## config.mk

```make
export PLATFORM = sky130hd
export DESIGN_NAME = uart_tx_scheduler
export DESIGN_NICKNAME = d
export VERILOG_FILES = /design/src/rtl/uart_tx_sched_pkg.sv /design/src/rtl/uart_tx_scheduler_rr_arb2.sv /design/src/rtl/uart_tx_scheduler.sv
export SDC_FILE = /design/constraint.sdc
export NUM_CORES = 1
export LEC_CHECK = 0
export CAP_MARGIN = 15
export CELL_PAD_IN_SITES_DETAIL_PLACEMENT = 2
export CELL_PAD_IN_SITES_GLOBAL_PLACEMENT = 2
export CORE_MARGIN = 2
export CORE_UTILIZATION = 31
export CTS_CLUSTER_DIAMETER = 50
export DETAILED_ROUTE_END_ITERATION = 6
export PLACE_DENSITY = 0.87
export SETUP_SLACK_MARGIN = 0.3
export SYNTH_ARGS = -nofsm -noshare
export SYNTH_HDL_FRONTEND = slang
export SYNTH_SLANG_ARGS = --single-unit
```

## constraint.sdc

```tcl
create_clock -name clk -period 2.5 [get_ports clk]
set_input_delay 0.25 -clock clk [delete_from_list [all_inputs] [get_ports clk]]
set_output_delay 0.25 -clock clk [all_outputs]
set_load 0.005 [all_outputs]
```

## src/rtl/uart_tx_sched_pkg.sv

```systemverilog
// Shared types and defaults for the UART_TX scheduler: FSM encoding, byte width,
// Busy timeout and the helper that sizes the timeout counter.
package uart_tx_sched_pkg;

  localparam int DEF_DATA_WIDTH   = 8;
  localparam int DEF_BUSY_TIMEOUT = 16;

  localparam logic [1:0] ST_IDLE    = 2'd0;
  localparam logic [1:0] ST_SEND    = 2'd1;
  localparam logic [1:0] ST_WAIT_HI = 2'd2;
  localparam logic [1:0] ST_WAIT_LO = 2'd3;

  typedef enum logic [1:0] {
    IDLE    = ST_IDLE,
    SEND    = ST_SEND,
    WAIT_HI = ST_WAIT_HI,
    WAIT_LO = ST_WAIT_LO
  } sched_state_t;

  function automatic int cnt_width(input int timeout);
    return (timeout > 2) ? $clog2(timeout) : 1;
  endfunction

  localparam int TIMEOUT_CNT_W = cnt_width(DEF_BUSY_TIMEOUT);

endpackage

```

## src/rtl/uart_tx_scheduler_rr_arb2.sv

```systemverilog
// Two-input round-robin arbiter; ptr remembers the last winner so that
// on a tie the other requester is served.
module rr_arb2 (
  input  logic       clk,
  input  logic       rst,
  input  logic [1:0] req,
  input  logic       update,
  output logic [1:0] grant
);

  logic ptr;

  always_comb begin
    grant = 2'b00;
    case (req)
      2'b01:   grant = 2'b01;
      2'b10:   grant = 2'b10;
      2'b11:   grant = ptr ? 2'b01 : 2'b10;
      default: grant = 2'b00;
    endcase
  end

  // Reset to 1 so that req0 wins the very first tie.
  always_ff @(posedge clk) begin
    if (rst) begin
      ptr <= 1'b1;
    end else if (update && (grant != 2'b00)) begin
      ptr <= grant[1];
    end
  end

endmodule

```

## src/rtl/uart_tx_scheduler.sv

```systemverilog
// Shares one UART_TX between two requesters: round-robin grant, 1- or 2-byte
// messages sent high byte first, parity config latched per message.
module uart_tx_scheduler
  import uart_tx_sched_pkg::*;
#(
  parameter int DATA_WIDTH   = DEF_DATA_WIDTH,
  parameter int BUSY_TIMEOUT = DEF_BUSY_TIMEOUT
) (
  input  logic                    clk,
  input  logic                    rst,
  input  logic                    req0_valid,
  input  logic [2*DATA_WIDTH-1:0] req0_data,
  input  logic                    req0_two,
  output logic                    req0_ack,
  output logic                    req0_done,
  input  logic                    req1_valid,
  input  logic [2*DATA_WIDTH-1:0] req1_data,
  input  logic                    req1_two,
  output logic                    req1_ack,
  output logic                    req1_done,
  input  logic                    cfg_par_en,
  input  logic                    cfg_par_type,
  output logic [DATA_WIDTH-1:0]   tx_p_data,
  output logic                    tx_data_valid,
  output logic                    tx_par_en,
  output logic                    tx_par_type,
  input  logic                    tx_busy,
  output logic                    sched_err
);

  localparam int CW = cnt_width(BUSY_TIMEOUT);

  sched_state_t            state;
  logic [CW-1:0]           cnt;
  logic [2*DATA_WIDTH-1:0] msg_data;
  logic                    msg_two;
  logic                    msg_id;
  logic                    first_byte;

  logic [1:0]              grant;
  logic                    arb_update;
  logic                    sel_id;
  logic [2*DATA_WIDTH-1:0] sel_data;
  logic                    sel_two;

  assign arb_update = (state == IDLE) && !tx_busy;
  assign sel_id     = grant[1];
  assign sel_data   = sel_id ? req1_data : req0_data;
  assign sel_two    = sel_id ? req1_two  : req0_two;

  rr_arb2 u_arb (
    .clk    (clk),
    .rst    (rst),
    .req    ({req1_valid, req0_valid}),
    .update (arb_update),
    .grant  (grant)
  );

  // The error is raised one count early so the pulse lands in the cycle the
  // counter reads BUSY_TIMEOUT-1, i.e. BUSY_TIMEOUT cycles after Data_Valid.
  always_ff @(posedge clk) begin
    if (rst) begin
      state         <= IDLE;
      cnt           <= '0;
      msg_data      <= '0;
      msg_two       <= 1'b0;
      msg_id        <= 1'b0;
      first_byte    <= 1'b0;
      tx_p_data     <= '0;
      tx_data_valid <= 1'b0;
      tx_par_en     <= 1'b0;
      tx_par_type   <= 1'b0;
      req0_ack      <= 1'b0;
      req1_ack      <= 1'b0;
      req0_done     <= 1'b0;
      req1_done     <= 1'b0;
      sched_err     <= 1'b0;
    end else begin
      tx_data_valid <= 1'b0;
      req0_ack      <= 1'b0;
      req1_ack      <= 1'b0;
      req0_done     <= 1'b0;
      req1_done     <= 1'b0;
      sched_err     <= 1'b0;
      case (state)
        IDLE: begin
          if (!tx_busy && (grant != 2'b00)) begin
            msg_data      <= sel_data;
            msg_two       <= sel_two;
            msg_id        <= sel_id;
            first_byte    <= 1'b1;
            tx_par_en     <= cfg_par_en;
            tx_par_type   <= cfg_par_type;
            tx_p_data     <= sel_two ? sel_data[2*DATA_WIDTH-1:DATA_WIDTH]
                                     : sel_data[DATA_WIDTH-1:0];
            tx_data_valid <= 1'b1;
            req0_ack      <= grant[0];
            req1_ack      <= grant[1];
            state         <= SEND;
          end
        end
        SEND: begin
          cnt   <= '0;
          state <= WAIT_HI;
        end
        WAIT_HI: begin
          if (tx_busy) begin
            state <= WAIT_LO;
          end else begin
            cnt <= cnt + 1'b1;
            if (cnt == CW'(BUSY_TIMEOUT - 2)) begin
              sched_err <= 1'b1;
              state     <= IDLE;
            end
          end
        end
        WAIT_LO: begin
          if (!tx_busy) begin
            if (msg_two && first_byte) begin
              first_byte    <= 1'b0;
              tx_p_data     <= msg_data[DATA_WIDTH-1:0];
              tx_data_valid <= 1'b1;
              state         <= SEND;
            end else begin
              req0_done <= !msg_id;
              req1_done <= msg_id;
              state     <= IDLE;
            end
          end
        end
        default: state <= IDLE;
      endcase
    end
  end

endmodule

```

# After elaboration in Yosys (flattened, before gate mapping)
# Index checks and enable logic that the tools add are counted.
op_classes:
  eq_ne: 12
  n_addsub: 1
  n_bitwise: 4
  muxes: 26
  reduce_logical: 17
ops:
  columns: ["cell", "n"]
  rows:
  - ["$mux W8", 4]
  - ["$mux W16", 1]
  - ["$pmux W8 S2", 1]
  - ["$mux W2", 5]
  - ["$mux W1", 9]
  - ["$eq A2 B2 Y1 const B", 4]
  - ["$pmux W2 S4", 1]
  - ["$pmux W4 S2", 1]
  - ["$ne A2 B2 Y1 const B", 3]
  - ["$pmux W2 S3", 1]
  - ["$reduce_bool A2 Y1", 3]
  - ["$reduce_or A3 Y1", 2]
  - ["$add A4 B1 Y4 const B", 1]
  - ["$eq A2 B1 Y1 const B", 2]
  - ["$eq A4 B4 Y1 const B", 1]
  - ["$logic_and A1 B1 Y1", 4]
  - ["$mux W4", 1]
  - ["$not A1 Y1", 4]
  - ["$pmux W1 S2", 2]
  - ["$reduce_and A2 Y1", 2]
  - ["$reduce_and A4 Y1", 1]
  - ["$reduce_or A4 Y1", 1]
  - ["$ne A3 B3 Y1 const B", 1]
  - ["$reduce_and A3 Y1", 1]
  - ["3 further kinds", 4]
word_totals:
  out_inout_bits: 16
  ff_bits: 34
  elab_cells: 76
  input_bits: 41

# Longest topological paths before layout
depth:
  depth_word: 6
  depth_mapped: 7
  ltp_nobuf: 5

# Hierarchy
# A second synthesis with hierarchy kept.
hier_totals:
  hier_cells: 214
  hier_area_um2: 1865.5
by_module_without_submodules:
  columns: ["mod", "cells_each", "seq_area_each_um2", "area_per_inst_um2", "instances"]
  rows:
  - ["uart_tx_scheduler", 207, 660.6, 1804.2, 1]
  - ["rr_arb2", 7, 20.0, 61.3, 1]

# Worst setup path after synthesis
# OpenSTA, ideal clock, no wires.
synth_timing:
  path_type: "register to register"
  start: "register state[0]"
  end: "register tx_p_data[0]"
  n_path_buf: 2
  setup_time_ns: 0.073
  setup_slack_ns: 0.888
  stages_incl_launch_ff: 8
  required_time_ns: 2.427
  arrival_time_ns: 1.539
  period_less_slack_ns: 1.612
  cell_sequence: "dfxtp_1 -> inv_1 -> ha_1 -> buf_2 -> o21ai_2 -> or4_1 -> buf_4 -> o211ai_2"
synth_via:
  elab_chain_len: 3
  elab_cells_between_ends: 8
  cone_classes: "eq/ne: 4; mux: 1; reduce/logical: 3"
synth_rtl:
  columns: ["item", "line_no", "rtl"]
  rows:
  - ["start: declaration", "uart_tx_scheduler.sv:33", "sched_state_t state;"]
  - ["start signal: assignment", "uart_tx_scheduler.sv:63", "state <= IDLE;"]
  - ["start signal: assignment", "uart_tx_scheduler.sv:99", "state <= SEND;"]
  - ["start signal: assignment", "uart_tx_scheduler.sv:104", "state <= WAIT_HI;"]
  - ["$eq A2 B2 Y1 or $logic_not A2 Y1 (tied branches)", "uart_tx_scheduler.sv:85", "case (state)"]
  - ["$ne A2 B2 Y1 (no line), or another cell as far along", null, null]
  - ["$reduce_and A4 Y1 (no line)", null, null]
  - ["end signal: assignment", "uart_tx_scheduler.sv:94", "tx_p_data <= sel_two ? sel_data[2*DATA_WIDTH-1:DATA_WIDTH]"]
  - ["end signal: assignment", "uart_tx_scheduler.sv:121", "tx_p_data <= msg_data[DATA_WIDTH-1:0];"]
  - ["end: declaration", "uart_tx_scheduler.sv:23", "output logic [DATA_WIDTH-1:0] tx_p_data,"]
# Several ways; a longest one is shown, not always the timed one.
# A chain may end at the register's enable or synchronous reset.

# Worst setup path in the final report
layout_timing:
  start: "register state[0]"
  end: "register msg_data[0]"
layout_via:
  elab_chain_len: 2
layout_rtl:
  columns: ["item", "line_no", "rtl"]
  rows:
  - ["$logic_not A2 Y1", "uart_tx_scheduler.sv:85", null]
  - ["$reduce_and A2 Y1 (no line)", null, null]
  - ["end signal: assignment", "uart_tx_scheduler.sv:88", "msg_data <= sel_data;"]
  - ["end: declaration", "uart_tx_scheduler.sv:35", "logic [2*DATA_WIDTH-1:0] msg_data;"]
# Every way passes these cells.

==> results_dict.tcl <==
set metrics [dict create \
    outcome "finished clean" \
    setup_violations 0 \
    crit_arrival_ns 2.19 \
    yosys_warnings 0 \
    seq_power_share_pct 33.0 \
    die_x_um 86.47 \
    start_util_pct 31.55 \
    yosys-top-cells-area "dfxtp_1, mux2i_1, o211ai_2" \
    fmax_mhz 484.5 \
    hold_viol 0 \
    path_cells "inv_1, ha_1, o21ai_2, nor2_1, a211oi_1" \
    gr-total-overflow 0 \
    ys_types 43 \
    switchingPower_w 0.0007278 \
    slew_violations 0 \
    synthSimpleGateAreaFrac_pct 14.07 \
    synth-compound-area-share_pct 27.12 \
    yosys.area.top_type "dfxtp_1" \
    power_density_nw_per_um2 738.0 \
    synth-edff-count 0 \
    tightest_slew_ns 0.8008 \
    crit_required_ns 2.63 \
    core_area_um2 6681 \
    layout_common_cells "clkdlybuf4s50_1, dfxtp_1, mux2i_1, a21oi_1" \
    diodes 0 \
    synth_top_area_share_pct 32.28 \
    fin_tns_setup_ns 0 \
    synth_xor_xnor_area_share_pct 0 \
    worst_slack_ns 0.4360 \
    total_power_w 0.002129 \
    syn_area_per_cell_um2 9.540 \
    r2r_start "state[0]$_SDFFE_PP0P_" \
    pre_cts_slack_ns 0.3907 \
    ctsHoldBuffers 0 \
    io_buffers 56 \
    p_sw_share_pct 34.18 \
    nFillCells 709 \
    worstPathMaxFanout 10 \
    p_int_w 0.001401 \
    hpwl_um 5352 \
    drive_gt1_share_pct 12.59 \
    htree_levels 2 \
    end_kind "flop" \
    ys_seq_area_share_pct 32.28 \
    synth_top_family_by_area "compound AO/OA/AOI/OAI gates" \
    pwr-share-clk_pct 30.1 \
    ioPinCount 57 \
    drv_cap 0 \
    ys_async_sr_fraction_pct 0 \
    final_common_cell "clkdlybuf4s50_1" \
    cts_resized 0 \
    path_class "flop to flop" \
    syn_inst 221 \
    place_inst 342 \
    grt_pass1_vias 2293 \
    hp-start "msg_id$_SDFFE_PP0P_" \
    drtIter0Drc 121 \
    r2r_cells 5 \
    globalRouteTotalUtil_pct 22.05 \
    crit_end "msg_data[0]$_SDFFE_PP0P_" \
    dieArea_um2 7476 \
    comb_power_share_pct 36.9 \
    cts_tree "built" \
    wirelength_um 7932 \
    routedWlPerCell_um 22.66 \
    globalplace.congestion 0.8030 \
    synth_seq_cells 34 \
    first_pass_iters 4 \
    syn-num-nets 269 \
    clk_latency_ns 0.29 \
    synth_area_um2 2108 \
    ys.flop_type "dfxtp_1" \
    rows 30 \
    cp_slowest_stage_delay_ns 0.59 \
    skew_ns 0.005284 \
    cp-start-kind "flop" \
    setup.worst_path.start "state[0]$_SDFFE_PP0P_" \
    clk_root_buffer_cell "clkbuf_8" \
    period_share_pct 82.56 \
    critical-path-slowest-cell "nor2_1" \
    relSlewSlack_pct 46.42 \
    final_nets 317 \
    cts.sinks 34 \
    timing.rr.end "msg_data[0]$_SDFFE_PP0P_" \
    path_clk_slew_ns 0.08 \
    synthMuxAreaShare_pct 16.68 \
    hp-class "flop to flop" \
    ant_nets 0 \
    vias 2054 \
    grt_max_degree 45 \
    power.leakage_nw 1.088 \
    period_needed_ns 2.064 \
    fin_cells 350 \
    area_growth_syn_to_layout_pct 36.85 \
    chipHeight_um 86.47 \
    post_cts_buffers 0 \
    synthAdderAreaFrac_pct 4.154 \
    routed_via_density 5.869 \
    cts_made_buffers 5 \
    cts.path.max_buffers 2 \
    r2r_setup_slack_ns 0.44 \
    grt_first_pass_wirelength_um 12540 \
    grt_setup_unrepaired "false" \
    antenna_found_initial 0 \
    route.detailed.drc 0 \
    ir_worst_vdd_mv 0.2921 \
]
-- cell families after synthesis --
group           count (synthesis)
simple gates                   45
mux                            34
fa+ha+maj                       7
compound gates                 74
flops                          34
buf+inv                        27
-- metal layers --
metal	GRT usage, %	routed length (um)	share of wire (%)	vias to the layer above
met5	0	0	0	-
met4	7.386	171	2.2	0
met3	4.000	289	3.6	15
met2	39.16	4100	52	53
met1	26.69	3370	42	1035
li1	-	-	-	951
-- how the worst min path moves through the flow --
stage | endpoint | slack (ns) | cells past startpoint
2_1_floorplan | tx_par_en$_SDFFE_PP0P_ | 0.40 | 2
3_3_place_gp | req0_done$_SDFF_PP0_ | 0.45 | 1
3_5_place_dp | req0_done$_SDFF_PP0_ | 0.44 | 1
4_1_cts | req0_done$_SDFF_PP0_ | 0.45 | 1
5_1_grt | req0_done$_SDFF_PP0_ | 0.49 | 1
6_report | req0_done$_SDFF_PP0_ | 0.45 | 1
-- power groups by stage --
stage,registers (W),logic [W],clock network (W)
CTS,0.000700,0.000778,0.000653
global route,0.000713,0.000856,0.000675
detailed placement,0.000708,0.000749,0
finish,0.000703,0.000785,0.000642
global placement,0.000701,0.000713,0
floorplan,0.000694,0.000449,0
-- state kept, by name, indices dropped and copies added (netlist names) --
signal / cells
cnt: 4
first_byte: 1
msg_data: 8
msg_id: 1
msg_two: 1
req0_ack: 1
req0_done: 1
req1_ack: 1
req1_done: 1
sched_err: 1
state: 2
tx_data_valid: 1
tx_p_data: 8
tx_par_en: 1
tx_par_type: 1
u_arb.ptr: 1
-- critical path: cells and delay by family (launching register included) --
| family | cells | cell delay [ns] |
|---|---|---|
| simple gates | 1 | 0.59 |
| compound gates | 2 | 0.43 |
| fa+ha+maj | 1 | 0.37 |
| flops | 1 | 0.35 |
| buf+inv | 1 | 0.17 |
-- per-stage QoR --
stage / util (%) / hold WS (ns) / cell area (um2)
6_report: 43.18 / 0.4486 / 2885
2_1_floorplan: - / 0.3977 / 2108
3_5_place_dp: 40.96 / 0.4431 / 2736
4_1_cts: 43.09 / 0.4542 / 2879
5_1_grt: 43.18 / 0.4938 / 2885
3_3_place_gp: 40.96 / 0.4460 / 2736
-- synth_stat cells (all sizes together) (5+ instances only) --
| cell type | count |
|---|---|
| buf | 11 |
| clkbuf | 11 |
| ha | 7 |
| inv | 5 |
| nand3 | 5 |
| o41ai | 9 |
| nor2b | 10 |
| mux2 | 9 |
| dfxtp | 34 |
| mux2i | 25 |
| o21ai | 8 |
| o211ai | 8 |
| and3b | 8 |
| a21oi | 18 |
| a211oi | 10 |
| o2111ai | 8 |
-- area by class of cell --
cell class	count	area (um2)	area share, %
Sequential cell	34	680.7	23.59
Timing Repair Buffer	63	625.6	21.68
Clock inverter	2	60.06	2.082
Clock buffer	6	82.58	2.862
Tap cell	80	100.1	3.469
Multi-Input combinational cell	160	1318	45.66
Inverter	5	18.77	0.6505
Power figures use the tool's default switching activity.
